## src/rtl/lycan_globals.sv

```systemverilog
// Lycan-wide widths shared by every peripheral slot.
package lycan_globals;
    localparam int usb_packet_width         = 32;
    localparam int periph_address_width     = 3;
    localparam int inputs_per_peripheral    = 8;
    localparam int outputs_per_peripheral   = 8;
    localparam int tristates_per_peripheral = 8;
endpackage

```

## src/rtl/spi_pkg.sv

```systemverilog
// Field layout, defaults and state encoding for the SPI slave peripheral.
package spi_pkg;
    localparam int COUNT_MSB = 27;
    localparam int COUNT_LSB = 26;
    localparam int DATA_MSB  = 23;

    localparam logic [7:0] DEFAULT_FILL_BYTE    = 8'hFF;
    localparam int         DEFAULT_READ_TIMEOUT = 500000;

    typedef enum logic [1:0] {IDLE, LOAD, SHIFT} spis_state_t;
endpackage

```

## src/rtl/spis_sync_edge.sv

```systemverilog
// Two-flop synchronizer with registered edge detect; level is aligned with the edge pulses.
module spis_sync_edge #(
    parameter int             W         = 3,
    parameter logic [W-1:0]   RESET_VAL = '0
) (
    input  logic         clk,
    input  logic         rst,
    input  logic [W-1:0] din,
    output logic [W-1:0] level,
    output logic [W-1:0] rise,
    output logic [W-1:0] fall
);
    logic [W-1:0] s1;
    logic [W-1:0] s2;

    always_ff @(posedge clk or posedge rst) begin
        if (rst) begin
            s1    <= RESET_VAL;
            s2    <= RESET_VAL;
            level <= RESET_VAL;
            rise  <= '0;
            fall  <= '0;
        end else begin
            s1    <= din;
            s2    <= s1;
            level <= s2;
            rise  <= s2 & ~level;
            fall  <= ~s2 & level;
        end
    end
endmodule

```

## src/rtl/spis.sv

```systemverilog
// SPI mode-0 slave: bytes from MOSI are packed into RX words, TX words are split onto MISO.
module spis
    import lycan_globals::*;
    import spi_pkg::*;
#(
    parameter logic [7:0] FILL_BYTE    = DEFAULT_FILL_BYTE,
    parameter int         READ_TIMEOUT = DEFAULT_READ_TIMEOUT
) (
    input  logic                                             clk,
    input  logic                                             rst,
    input  logic [inputs_per_peripheral-1:0]                 in,
    output logic [outputs_per_peripheral-1:0]                out,
    output logic [tristates_per_peripheral-1:0]              tristate,
    input  logic [usb_packet_width-periph_address_width-1:0] tx_data,
    input  logic                                             tx_empty,
    output logic                                             tx_rden,
    output logic [usb_packet_width-periph_address_width-1:0] rx_data,
    output logic                                             rx_wren,
    input  logic                                             rx_full,
    output logic                                             idle
);
    localparam int TW = $clog2(READ_TIMEOUT + 1);

    logic [2:0] lvl, rise, fall;
    logic       sclk_rise, sclk_fall, cs_rise, cs_fall, mosi;

    spis_sync_edge #(.W(3), .RESET_VAL(3'b010)) u_sync (
        .clk(clk), .rst(rst), .din(in[2:0]), .level(lvl), .rise(rise), .fall(fall)
    );

    assign sclk_rise = rise[0];
    assign sclk_fall = fall[0];
    assign cs_rise   = rise[1];
    assign cs_fall   = fall[1];
    assign mosi      = lvl[2];

    logic unused;
    assign unused = ^{in[inputs_per_peripheral-1:3], lvl[1:0], rise[2], fall[2],
                      tx_data[usb_packet_width-periph_address_width-1:COUNT_MSB+1],
                      tx_data[COUNT_LSB-1:DATA_MSB+1]};

    spis_state_t state;
    logic [3:0]  bit_cnt;
    logic [7:0]  rx_shreg, tx_shreg;
    logic        miso_z;
    logic        commit, load_now;
    logic [7:0]  next_tx;

    // TX word register and byte splitter.
    logic        w_valid;
    logic [1:0]  w_count, w_idx;
    logic [23:0] w_bytes;

    assign commit   = (state == SHIFT) && sclk_fall && (bit_cnt == 4'd8);
    assign load_now = !cs_rise && ((state == LOAD) || commit);

    always_comb begin
        next_tx = FILL_BYTE;
        if (w_valid) begin
            case (w_idx)
                2'd0:    next_tx = w_bytes[7:0];
                2'd1:    next_tx = w_bytes[15:8];
                default: next_tx = w_bytes[23:16];
            endcase
        end
    end

    // tx_rden is held off for the cycle it is high so the same head is never captured twice.
    always_ff @(posedge clk or posedge rst) begin
        if (rst) begin
            tx_rden <= 1'b0;
            w_valid <= 1'b0;
            w_count <= '0;
            w_idx   <= '0;
            w_bytes <= '0;
        end else begin
            tx_rden <= 1'b0;
            if (w_valid) begin
                if (load_now) begin
                    w_idx <= w_idx + 2'd1;
                    if (w_idx + 2'd1 == w_count) w_valid <= 1'b0;
                end
            end else if (!tx_empty && !tx_rden) begin
                tx_rden <= 1'b1;
                w_count <= tx_data[COUNT_MSB:COUNT_LSB];
                w_bytes <= tx_data[DATA_MSB:0];
                w_idx   <= '0;
                w_valid <= (tx_data[COUNT_MSB:COUNT_LSB] != 2'd0);
            end
        end
    end

    always_ff @(posedge clk or posedge rst) begin
        if (rst) begin
            state    <= IDLE;
            bit_cnt  <= '0;
            rx_shreg <= '0;
            tx_shreg <= '0;
            miso_z   <= 1'b1;
        end else begin
            case (state)
                IDLE: begin
                    miso_z  <= 1'b1;
                    bit_cnt <= '0;
                    if (cs_fall) state <= LOAD;
                end
                LOAD: begin
                    tx_shreg <= next_tx;
                    miso_z   <= 1'b0;
                    state    <= SHIFT;
                end
                SHIFT: begin
                    if (sclk_rise && bit_cnt != 4'd8) begin
                        rx_shreg <= {rx_shreg[6:0], mosi};
                        bit_cnt  <= bit_cnt + 4'd1;
                    end
                    if (sclk_fall) begin
                        if (bit_cnt == 4'd8) begin
                            bit_cnt  <= '0;
                            tx_shreg <= next_tx;
                        end else begin
                            tx_shreg <= {tx_shreg[6:0], 1'b0};
                        end
                    end
                end
                default: state <= IDLE;
            endcase
            if (cs_rise) begin
                state   <= IDLE;
                miso_z  <= 1'b1;
                bit_cnt <= '0;
            end
        end
    end

    assign out      = {{(outputs_per_peripheral-1){1'b0}}, tx_shreg[7]};
    assign tristate = {{(tristates_per_peripheral-1){1'b1}}, miso_z};

    // RX combiner with idle timeout.
    logic [1:0]    c_count, n_count;
    logic [23:0]   c_bytes, n_bytes;
    logic          pending, dec, tmo, flush;
    logic [TW-1:0] timer;

    always_comb begin
        n_bytes = c_bytes;
        n_count = c_count;
        if (commit && !pending) begin
            case (c_count)
                2'd0:    n_bytes[7:0]   = rx_shreg;
                2'd1:    n_bytes[15:8]  = rx_shreg;
                default: n_bytes[23:16] = rx_shreg;
            endcase
            n_count = c_count + 2'd1;
        end
        dec   = !pending && !commit && (c_count == 2'd1 || c_count == 2'd2);
        tmo   = dec && (timer == TW'(1));
        flush = !pending && ((n_count == 2'd3) || (cs_rise && n_count != 2'd0) || tmo);
    end

    always_ff @(posedge clk or posedge rst) begin
        if (rst) begin
            c_count <= '0;
            c_bytes <= '0;
            pending <= 1'b0;
            timer   <= TW'(READ_TIMEOUT);
            rx_wren <= 1'b0;
            rx_data <= '0;
        end else begin
            rx_wren <= 1'b0;
            if (pending) begin
                if (!rx_full) begin
                    rx_wren <= 1'b1;
                    rx_data <= {1'b0, c_count, 2'b00, c_bytes};
                    c_count <= '0;
                    c_bytes <= '0;
                    pending <= 1'b0;
                    timer   <= TW'(READ_TIMEOUT);
                end
            end else if (flush) begin
                timer <= TW'(READ_TIMEOUT);
                if (!rx_full) begin
                    rx_wren <= 1'b1;
                    rx_data <= {1'b0, n_count, 2'b00, n_bytes};
                    c_count <= '0;
                    c_bytes <= '0;
                end else begin
                    c_count <= n_count;
                    c_bytes <= n_bytes;
                    pending <= 1'b1;
                end
            end else begin
                c_count <= n_count;
                c_bytes <= n_bytes;
                if (commit)   timer <= TW'(READ_TIMEOUT);
                else if (dec) timer <= timer - TW'(1);
            end
        end
    end

    assign idle = (state == IDLE) && !pending && (c_count == 2'd0);
endmodule
```

## config.mk

```make
export PLATFORM = sky130hd
export DESIGN_NAME = spis
export DESIGN_NICKNAME = d
export VERILOG_FILES = /design/src/rtl/lycan_globals.sv /design/src/rtl/spi_pkg.sv /design/src/rtl/spis_sync_edge.sv /design/src/rtl/spis.sv
export SDC_FILE = /design/constraint.sdc
export NUM_CORES = 1
export LEC_CHECK = 0
export ABC_AREA = 1
export BUFFER_PORTS_ARGS = -buffer_cell sky130_fd_sc_hd__buf_2
export CAP_MARGIN = 20
export CELL_PAD_IN_SITES_DETAIL_PLACEMENT = 0
export CELL_PAD_IN_SITES_GLOBAL_PLACEMENT = 1
export CORE_MARGIN = 2
export CORE_UTILIZATION = 47
export DETAILED_ROUTE_END_ITERATION = 10
export MAX_ROUTING_LAYER = met4
export PLACE_DENSITY = 0.92
export SLEW_MARGIN = 25
export SYNTH_ARGS = -nofsm -noshare
export SYNTH_HDL_FRONTEND = slang
export SYNTH_SLANG_ARGS = --single-unit
```

## constraint.sdc

```tcl
create_clock -name clk -period 11.9 [get_ports clk]
set_input_delay 0.595 -clock clk [delete_from_list [all_inputs] [get_ports clk]]
set_output_delay 0.595 -clock clk [all_outputs]
set_load 0.02 [all_outputs]
```

# After elaboration in Yosys (flattened, before gate mapping)
# Cells that the tools add are included.
[totals]
latchBits = 0
wordCells = 139
mem_bits_ro = 0
regBits = 142
ram_bits = 0
output_inout_bits = 48
mem_count = 0
[classes]
order_cmp = 0
n_div = 0
n_mul = 0
add_sub_neg = 4
shifts = 0
n_eq_ne = 16
bitwise_logic = 5
muxes = 52
reduce_logical = 41
[op_table]
columns = ["operator", "count"]
rows = [
  ["$mux 24", 5],
  ["$mux 29", 4],
  ["$mux 19", 5],
  ["$mux 8", 6],
  ["$pmux 8 s2", 2],
  ["$mux 2", 10],
  ["$eq 19x1->1 const B", 1],
  ["$sub 19x1->19 const B", 1],
  ["$mux 4", 4],
  ["$logic_and 1x1->1", 13],
  ["$mux 1", 13],
  ["$reduce_and 2->1", 6],
  ["$reduce_bool 2->1", 5],
  ["$pmux 4 s2", 1],
  ["$eq 2x1->1 const B", 3],
  ["$eq 2x2->1 const B", 3],
  ["$logic_not 2->1", 3],
  ["$ne 2x2->1 const B", 3],
  ["$pmux 2 s3", 1],
  ["$reduce_bool 3->1", 2],
  ["$logic_not 1->1", 5],
  ["$add 2x1->2 const B", 2],
  ["$add 4x1->4 const B", 1],
  ["$and 2x2->2", 2],
  ["12 further kinds", 17],
]

# Logic depth before layout (Yosys ltp)
[logic_depth]
word_depth = 12
ltp_mapped = 14
depth_no_buf = 13

# Hierarchy
# Synthesis repeated with hierarchy kept, for this count alone.
[hier_totals]
cells_unflattened = 863
area_unflattened_um2 = 7250.7
[modules_own_cells]
columns = ["mod", "seq_area_each_um2", "cells_each", "area_each_um2", "n_inst"]
rows = [
  ["spis", 3163.0, 835, 6822.8, 1],
  ["spis_sync_edge", 379.1, 28, 427.9, 1],
]

# Least setup slack after synthesis
# No wires, ideal clock.
[synth_path]
path_type = "register to output"
start = "reg pending"
end = "out idle"
t_required_ns = 11.305
arrival_time_ns = 1.299
path_slack_ns = 10.006
stages_incl_launch_ff = 6
n_path_buf = 2
path_cell_list = "dfrtp_1 buf_2 inv_2 buf_1 nand2_1 nor2_1"
[synth_between]
elab_chain_cells = 3
[synth_rtl]
columns = ["element", "line_no", "rtl"]
rows = [
  ["start: declaration", "spis.sv:142", "logic pending, dec, tmo, flush;"],
  ["start signal: assignment", "spis.sv:165", "pending <= 1'b0;"],
  ["start signal: assignment", "spis.sv:177", "pending <= 1'b0;"],
  ["start signal: assignment", "spis.sv:190", "pending <= 1'b1;"],
  ["$logic_not 1->1", "spis.sv:201", "assign idle = (state == IDLE) && !pending && (c_count == 2'd0);"],
  ["$logic_and 1x1->1 (2 in series)", "spis.sv:201", ""],
  ["end: declaration", "spis.sv:20", "output logic idle"],
]
# Every way passes these cells.

# Worst setup path after layout
[layout_path]
start = "reg pending"
end = "reg rx_data[14]"
[layout_between]
elab_chain_cells = 10
[layout_rtl]
columns = ["element", "line_no", "rtl"]
rows = [
  ["$logic_not 1->1", "spis.sv:148, spis.sv:156, spis.sv:158", ""],
  ["$logic_and 1x1->1", "spis.sv:148", "if (commit && !pending) begin"],
  ["$mux 2", "spis.sv:148", ""],
  ["$reduce_bool 2->1", "spis.sv:158", "flush = !pending && ((n_count == 2'd3) || (cs_rise && n_count != 2'd0) || tmo);"],
  ["$logic_and 1x1->1", "spis.sv:158", ""],
  ["$logic_or 1x1->1 (2 in series)", "spis.sv:158", ""],
  ["$logic_and 1x1->1", "spis.sv:158", ""],
  ["$ne 2x2->1 (no line) / $reduce_bool 2->1 (equally long branches)", "--", ""],
  ["$reduce_and 3->1 (no line)", "--", ""],
  ["end signal: assignment", "spis.sv:174", "rx_data <= {1'b0, c_count, 2'b00, c_bytes};"],
  ["end signal: assignment", "spis.sv:184", "rx_data <= {1'b0, n_count, 2'b00, n_bytes};"],
  ["end: declaration", "spis.sv:17", "output logic [usb_packet_width-periph_address_width-1:0] rx_data,"],
]
# Parallel ways exist; a longest one is shown, timed or not. The select of a mux whose other input is x is not followed.
# A chain may end at the register's enable or synchronous reset.

==> results.yml <==
critical_path:
  reg2reg_from: "pending$_DFF_PP0_"
  critical-path-slowest-cell: "dfrtp_1"
  critPathMaxFanout: 53
  cp.depth: 8
  worstPathCellList: "inv_2 > nand3_1 > nand2_1 > a21oi_4 > nand3_2 > nand2_2 > nand2_1 > o21ai_1"
  crit_end: "rx_data[14]$_DFFE_PP0P_"
  path_buf_inv: 1
  worst_setup_path_start_kind: "flip-flop"
  crit_top_cell: "nand2_1"
  critPathTopFamily: "simple AND/OR/NAND/NOR gates"
  r2r_slack_ns: 8.37
  required_ns: 12.23
  cpPeakStageDelay_ns: 0.98
  endpoint_kind: "flip-flop"
  crit_type: "reg -> reg"
  arrival_ns: 3.86
  ff2ff_path_depth: 8
  r2r-end: "rx_data[14]$_DFFE_PP0P_"
  critical_path.startpoint: "pending$_DFF_PP0_"
power:
  comb_power_share: 0.151
  p_seq_frac: 0.441
  powerDensity_nw_per_um2: 171
  switchingPower_w: 0.000368
  switching_share: 0.279
  p_int_w: 0.000952
  clkPwrFrac: 0.408
  p_leak_nw: 3.98
  ir_drop_mv: 0.107
placement:
  dp_slack_ns: 8.35
  dpl.hpwl_mm: 9.59
  place_congestion: 0.841
  numPortBuffers: 63
logic_synthesis:
  synth.distinct_cells: 39
  syn_inst: 827
  yosysSeqAreaShare: 0.511
  synth.avg_cell_area_um2: 8.26
  ys_ff_latch: 139
  synth_top_flop_cell: "dfrtp_1"
  async_flop_share: 1.00
  synth_area_um2: 6830
  ys_warn_count: 0
  synth_edf_count: 0
timing:
  fin_crit_ns: 3.53
  final_hold_viol_count: 0
  fmax_mhz: 283
  setup_violations: 0
  max_slew_margin: 0.345
  timing.final.crit_share: 0.297
  worst_slew_pin_slew_ns: 0.983
  rsz0062_at_grt: "false"
  fin_setup_tns_ns: 0
  drv_slew: 0
  skew_ns: 0.00845
  setup_ws_ns: 8.37
job:
  maxCapViolations: 0
cts:
  clk_pin_slew_ns: 0.06
  cts_setup_buffers: 0
  cts_root_buffer: "clkbuf_16"
  cts.repair.resized: 0
  h-tree-depth: 4
  cts-hold-fix-buffers: 0
  cts_max_path_buffers: 2
  cts_tree: "done"
  clock_latency_ns: 0.42
  cts_buffers: 17
  cts_sinks: 139
cells_and_area:
  seqCellArea_um2: 3490
  area_growth_pct: 13.3
  drive_gt1_frac: 0.144
  final_core_util: 0.539
  multi_input_area_um2: 2830
  insertedDiodeCount: 0
  fillCellCount: 1381
  nets: 921
  most-common-layout-cells: "nand2_1, dfrtp_1, o21ai_0"
  final_common_cell: "nand2_1"
floorplan:
  die_area_um2: 15500
  num_rows: 44
  io_pins: 89
  die_w_um: 125
  design.core.area_um2: 14400
  die_y_um: 125
  initial_utilization: 0.475
global_routing:
  grt_pass1_vias: 5094
  grt_max_degree: 79
  grt-ovfl-total: 0
  grt.total_usage: 0.200
  grt_pass1_wl_mm: 24.8
  antenna_found_initial: 0
drt:
  avgViaCountPerCell: 5.17
  routed_wl_mm: 14.4
  drc: 0
  drt_iter0_drc: 423
  avgRoutedWirePerCell_um: 13.5
  routed-via-count: 5522
  dr.pass1.iters: 5
  antenna_left: 0
status:
  status: "finished clean"
worst_hold_path:
  min_path_type: "in -> async"
-- stage by stage --
stage | total power (W) | instance area, um2 | cells | hold WS, ns
2_1_floorplan | 0.000736 | 6890 | 842 | 0.331
3_3_place_gp | 0.000785 | 7130 | 1037 | 0.335
3_5_place_dp | 0.000791 | 7130 | 1037 | 0.335
4_1_cts | 0.00133 | 7730 | 1069 | 0.250
5_1_grt | 0.00139 | 7740 | 1069 | 0.265
6_report | 0.00132 | 7740 | 1069 | 0.226
-- flip-flops by register name (all words and copies together) (netlist names) --
| name | cells |
|---|---|
| u_sync.rise | 2 |
| miso_z | 1 |
| u_sync.s1 | 3 |
| rx_data | 26 |
| c_bytes | 24 |
| tx_rden | 1 |
| rx_shreg | 8 |
| u_sync.level | 3 |
| tx_shreg | 8 |
| u_sync.fall | 2 |
| timer | 19 |
| state | 2 |
| rx_wren | 1 |
| u_sync.s2 | 3 |
| w_bytes | 24 |
| pending | 1 |
| c_count | 2 |
| w_count | 2 |
| w_idx | 2 |
| w_valid | 1 |
| bit_cnt | 4 |
-- synthesized netlist by cell type (2+ instances only) --
master | instances | share of area
nand2_1 | 223 | 0.12
dfrtp_1 | 128 | 0.47
o21ai_0 | 70 | 0.051
inv_1 | 59 | 0.032
nor2_1 | 58 | 0.032
a21oi_1 | 42 | 0.031
nand3_1 | 42 | 0.031
o21ai_1 | 38 | 0.028
buf_4 | 28 | 0.031
nand4_1 | 24 | 0.022
clkbuf_1 | 16 | 0.0088
dfstp_2 | 11 | 0.042
o22ai_1 | 9 | 0.0082
ha_1 | 8 | 0.015
xnor2_1 | 8 | 0.010
xor2_1 | 8 | 0.010
buf_2 | 7 | 0.0051
nand2_2 | 7 | 0.0064
o211ai_1 | 6 | 0.0066
a31oi_1 | 4 | 0.0037
nor3_1 | 4 | 0.0029
nor2_2 | 3 | 0.0027
buf_1 | 2 | 0.0011
buf_6 | 2 | 0.0033
conb_1 | 2 | 0.0011
inv_2 | 2 | 0.0011
nand3_2 | 2 | 0.0029
nand3b_1 | 2 | 0.0022
o2111ai_1 | 2 | 0.0026
-- power groups by stage --
| stage | sequential, W | clock [W] | combinational [W] |
|---|---|---|---|
| floorplan | 0.000579 | 0 | 0.000156 |
| global placement | 0.000587 | 0 | 0.000198 |
| CTS | 0.000582 | 0.000547 | 0.000202 |
| finish | 0.000582 | 0.000539 | 0.000199 |
| global route | 0.000590 | 0.000571 | 0.000230 |
| detailed placement | 0.000589 | 0 | 0.000202 |
-- worst min-delay path by stage --
stage / cells after the start / endpoint / startpoint / slack [ns]
floorplan: 0 / u_sync.level[2]$_DFF_PP0_ / u_sync.s2[2]$_DFF_PP0_ / 0.33
global placement: 0 / u_sync.s2[0]$_DFF_PP0_ / u_sync.s1[0]$_DFF_PP0_ / 0.33
detailed placement: 0 / u_sync.s2[0]$_DFF_PP0_ / u_sync.s1[0]$_DFF_PP0_ / 0.33
CTS: 2 / w_bytes[22]$_DFFE_PP0P_ / rst / 0.25
global route: 1 / u_sync.s1[1]$_DFF_PP1_ / in[1] / 0.26
finish: 2 / w_bytes[18]$_DFFE_PP0P_ / rst / 0.23
-- final cells by class --
| cell class | instances | area share |
|---|---|---|
| well taps | 184 | 0.0297 |
| repair buffers | 66 | 0.0441 |
| clock inverters | 11 | 0.0186 |
| inverters | 62 | 0.0307 |
| flip-flops and latches | 139 | 0.451 |
| multi-input cells | 586 | 0.366 |
| clock buffers | 21 | 0.0595 |
-- worst reg2reg max path, delay by kind of cell (launching register included) --
family,cells,cell delay (ns)
buffers and inverters,1,0.47
flip-flops,1,0.98
AND/OR/NAND/NOR,5,1.37
AO/OA/AOI/OAI,2,0.62
-- cell families after synthesis --
group,synth area share
flip-flops,0.511
other,0.00110
adder cells (fa/ha/maj),0.0147
AO/OA/AOI/OAI,0.138
AND/OR/NAND/NOR,0.231
XOR/XNOR,0.0205
buffers and inverters,0.0831
-- per-layer routing --
metal,track usage,share of wire
met1,0.268,0.48
met2,0.300,0.46
met3,0.0455,0.037
met4,0.0773,0.016
met5,-,0
No activity file was read; power rests on OpenSTA's default activity.
